### config.mk
export PLATFORM = sky130hd
export DESIGN_NAME = step_responder
export DESIGN_NICKNAME = d
export VERILOG_FILES = /design/src/rtl/step_responder.sv
export SDC_FILE = /design/constraint.sdc
export NUM_CORES = 1
export LEC_CHECK = 0
export ABC_AREA = 1
export BUFFER_PORTS_ARGS = -buffer_cell sky130_fd_sc_hd__buf_2
export CAP_MARGIN = 15
export CORE_MARGIN = 3
export CORE_UTILIZATION = 44
export CTS_CLUSTER_DIAMETER = 150
export DETAILED_ROUTE_END_ITERATION = 10
export GPL_TIMING_DRIVEN = 0
export PLACE_DENSITY = 0.66
export SYNTH_ARGS = -nofsm -noshare
export SYNTH_HDL_FRONTEND = slang
export SYNTH_SLANG_ARGS = --single-unit
### constraint.sdc
create_clock -name clk -period 2.1 [get_ports clk]
set_input_delay 0.21 -clock clk [delete_from_list [all_inputs] [get_ports clk]]
set_output_delay 0.21 -clock clk [all_outputs]
set_load 0.005 [all_outputs]
### src/rtl/step_responder.sv
// Execution-side responder for the instruction-step handshake.
// Sequences FETCH, EXEC, optional MEM and WB with a per-stage watchdog.
module step_responder #(
  parameter int TIMEOUT = 16,
  parameter int CNT_W   = 32
) (
  input  logic             clk,
  input  logic             reset,
  input  logic             req,
  output logic             done,
  output logic             fetch_go,
  input  logic             fetch_ack,
  output logic             exec_go,
  input  logic             exec_ack,
  input  logic             is_mem,
  output logic             mem_go,
  input  logic             mem_ack,
  output logic             wb_en,
  output logic             busy,
  output logic [2:0]       stage,
  output logic [CNT_W-1:0] retired,
  output logic [7:0]       timeout_count,
  output logic             timeout_flag
);

  typedef enum logic [2:0] {
    IDLE  = 3'd0,
    FETCH = 3'd1,
    EXEC  = 3'd2,
    MEM   = 3'd3,
    WB    = 3'd4,
    DONE  = 3'd5
  } state_t;

  localparam logic [7:0] LIMIT = 8'(TIMEOUT - 1);

  state_t     state;
  state_t     next;
  logic [7:0] cnt;
  logic       req_q;
  logic       ack;
  logic       waiting;
  logic       at_limit;
  logic       forced;
  logic       entry;

  assign at_limit = (cnt == LIMIT);
  assign entry    = (cnt == 8'd0);

  // Next-state, stage strobes and watchdog decision.
  always_comb begin
    next     = state;
    ack      = 1'b0;
    waiting  = 1'b0;
    fetch_go = 1'b0;
    exec_go  = 1'b0;
    mem_go   = 1'b0;
    wb_en    = 1'b0;
    done     = 1'b0;
    unique case (state)
      IDLE: begin
        if (req && !req_q) next = FETCH;
      end
      FETCH: begin
        waiting  = 1'b1;
        fetch_go = entry;
        ack      = fetch_ack;
        if (ack || at_limit) next = EXEC;
      end
      EXEC: begin
        waiting = 1'b1;
        exec_go = entry;
        ack     = exec_ack;
        if (ack) next = is_mem ? MEM : WB;
        else if (at_limit) next = WB;
      end
      MEM: begin
        waiting = 1'b1;
        mem_go  = entry;
        ack     = mem_ack;
        if (ack || at_limit) next = WB;
      end
      WB: begin
        wb_en = 1'b1;
        next  = DONE;
      end
      DONE: begin
        done = 1'b1;
        if (!req) next = IDLE;
      end
      default: next = IDLE;
    endcase
  end

  assign forced = waiting && !ack && at_limit;
  assign busy   = (state != IDLE);
  assign stage  = state;

  // State, edge detect, wait counter and statistics registers.
  always_ff @(posedge clk) begin
    if (reset) begin
      state         <= IDLE;
      req_q         <= 1'b1;
      cnt           <= 8'd0;
      retired       <= '0;
      timeout_count <= 8'd0;
      timeout_flag  <= 1'b0;
    end else begin
      state <= next;
      req_q <= req;
      if (next != state) cnt <= 8'd0;
      else if (waiting)  cnt <= cnt + 8'd1;
      else               cnt <= 8'd0;
      if (state == WB) retired <= retired + CNT_W'(1);
      if (forced) begin
        timeout_flag <= 1'b1;
        if (timeout_count != 8'hFF)
          timeout_count <= timeout_count + 8'd1;
      end
    end
  end

endmodule

==> metrics.csv <==
metric;value;unit
Slew headroom;0.6384;
mux share of post-synthesis cell area;0;
placed cell areas;3468;µm²
Layout fillers;714;
Clock Sinks;53;
Final Instance Area;3588;µm²
cell family with most CP delay;buffers and inverters;
largest net degree at the start of global routing;17;
clock share of power;0.401;
crit start category;register;
vias in the first global route;2758;
syn nets;485;
die area;8020;µm²
Synth Area in Simple Gates;0.4640;
Synth top cells by count;nand2_1 (134), nor2_1 (99), dfxtp_1 (53);
Main synth FF type;dfxtp_1;
Hold WC Path Type;in2reg;
DR vias/cell;4.957;
Worst Setup Path Type;reg2out;
Worst Tran Pin Value;0.5425;ns
Vias;3128;
Bufs on Longest Clock Path;2;
fraction of synthesized cell area in xor and xnor cells;0.04277;
Worst setup EP type;output pin;
GR Util All Layers;0.2010;
gp weighted congestion;0.8427;
post-route antenna net violation count;0;
Synth area leaders;dfxtp_1 (35%), nand2_1 (16%), nor2_1 (12%);
CP bufs+invs;2;
drt pass-1 iters;4;
routing usage on met2;0.3092;
crit path cell chain;nor2_4, nand2_4, clkinv_1, buf_2;
core box area;6568;µm²
Die Width;89.56;µm
max-slew violations;0;
max cap viols;0;
Hold Slack;0.1125;ns
count of final hold-check violations;0;
CTS tree;yes;
CTS H-tree depth;2;
worst vdd ir;0.0003676;V
share of cells above drive strength 1;0.1766;
synth warn;0;
Net Sw Power;409.1;µW
cell taking the most area after synthesis;dfxtp_1;
PnR worst setup slack;0.3110;ns
Mapped Area;3072;µm²
initial antenna violation count;0;
worst slack at placement;0.4062;ns
GRT busiest layer;met2;
ys async rst share;0;
die height;89.56;µm
crit path max-delay cell type;dfxtp_1;
Layout area overhead;16.82;%
met3 Track Usage GR;0.03134;
DP HPWL;5902;µm
status;complete, no violations;
# diodes;0;
Post-synth EDFFs;0;
flops & latches, synth;53;
CTS buffer count;5;
nets@finish;548;
Worst path max stage delay;0.51;ns
Iter 0 DRT Violations;171;
Sw Ratio;0.2232;
Final Skew;0.009488;ns
most frequent cell after synthesis;nand2_1;
Max FO, Critical Path;10;
Syn Area/Cell;6.480;µm²
fin crit share;0.8519;
required time of the critical path;1.89;ns
Arr. time, crit path;1.58;ns
postcts setup bufs;0;
sequential area share after synthesis;0.3454;
Yosys top cell area share;0.3454;
reg2reg setup slack;0.37;ns
clock-pin slew on the worst setup and hold paths;0.10;ns
Int Pwr;1.423;mW
Clock Root Buffer;clkbuf_8;
synthesized instance count;474;
post-cts resize count;0;
largest family of logic cells by synthesized area;simple AND/OR/NAND/NOR gates;
average wire per standard cell;12.09;µm
Cell variety after synth;33;
PwrDens;510.7;nW/µm²
Final setup viols;0;
register area;1061;µm²
Final min period;1.789;ns
final wirelength;7630;µm
first-pass GRT wire length;12710;µm
Worst-Skew Late Latency;0.31;ns
f_max;559.0;MHz
Synth Area in Adders;0.01629;
Initial Util;0.4677;
setup TNS;0;ns
footprint of the multi-input gates;1823;µm²
GRT met1 Usage;0.2888;
hold_buf cts;0;
I/O pins;57;
Reg power frac;0.553;
Lkg Pwr;1.480;nW
port buffer count;56;
# rows;29;
RSZ-0062 raised after global routing;no;
DRC viols;0;
Synth Area in Compound Gates;0.07047;
Logic pwr share;0.046;
total gr overflow;0;
Final Core Density;0.5464;
==> cell families (layout without fill, tap and decap cells) <==
logic type | after synthesis | in the layout
xor gates and xnor gates | 15 | 15
adders and majority gates | 4 | 4
DFF | 53 | 53
buffers and inverters | 50 | 114
AOI/OAI and AO/OA | 40 | 40
and+or+nand+nor | 312 | 312
==> metal layers <==
metal | up-vias | share of wire
met2 | 72 | 0.44
met5 | - | 0
met3 | 11 | 0.053
met1 | 1408 | 0.49
met4 | 0 | 0.016
li1 | 1637 | -
==> sequential cells by signal (all words and copies together), names as in the netlist <==
signal and cells:
cnt 8, retired 32, stage 3, req_q 1, timeout_flag 1, timeout_count 8
==> power by group through the flow <==
| stage | sequential (mW) | clock, mW | combinational [mW] |
|---|---|---|---|
| after floorplan | 1.04 | 0 | 0.0534 |
| after global placement | 1.04 | 0 | 0.0836 |
| after detailed placement | 1.04 | 0 | 0.0848 |
| after CTS | 1.01 | 0.758 | 0.0850 |
| after global routing | 1.01 | 0.791 | 0.0951 |
| final | 1.01 | 0.736 | 0.0838 |
==> area by class of cell <==
| type | instances | area share |
|---|---|---|
| clock buffers | 6 | 0.02301 |
| well taps | 93 | 0.03243 |
| repair buffers | 56 | 0.07810 |
| flip-flops and latches | 53 | 0.2957 |
| inverters | 45 | 0.04707 |
| clock inverters | 2 | 0.01046 |
| plain buffers | 5 | 0.005230 |
| multi-input cells | 371 | 0.5080 |
==> metrics by stage <==
step | cells | power (mW)
after detailed placement | 623 | 1.121
after floorplan | 474 | 1.089
after global placement | 623 | 1.120
after CTS | 631 | 1.856
after global routing | 631 | 1.901
final | 631 | 1.833
==> final timing paths <==
path | start | end | depth (start not counted)
setup reg to reg | retired[1]$_SDFFE_PP0P_ | retired[26]$_SDFFE_PP0P_ | 10
hold / removal | req | req_q$_SDFF_PP1_ | 3
hold reg to reg | cnt[0]$_SDFF_PP0_ | cnt[0]$_SDFF_PP0_ | 1
setup / recovery | stage[1]$_SDFF_PP0_ | wb_en | 4
==> worst register-to-register path, stage by stage, from the launching register on <==
cell	delay [ns]
dfxtp_1	0.41
ha_1	0.21
nand3_1	0.14
nor2_1	0.18
nand2_2	0.11
nor2_4	0.16
nand3_2	0.12
nor2_2	0.13
nand2_1	0.06
nand2_1	0.06
nor2_1	0.04
==> cell usage in the layout (no fill, tap or decap), types with 2 or more instances in the layout <==
cell,Yosys,routed
dfxtp_1,53,53
clkbuf_1,4,4
nand2_2,4,4
clkbuf_8,0,6
inv_1,43,43
o21bai_1,2,2
nand2_1,134,134
nand3b_1,7,7
nor2_4,6,6
xnor2_1,4,4
buf_2,0,56
nor3_1,5,5
nor2_2,8,8
o21ai_0,9,9
and3_1,2,2
ha_1,4,4
nor2_1,99,99
a21oi_1,26,26
nand3_2,5,5
nand3_1,21,21
nand4_1,14,14
xor2_1,11,11
No activity file was read; power rests on OpenSTA's default activity.
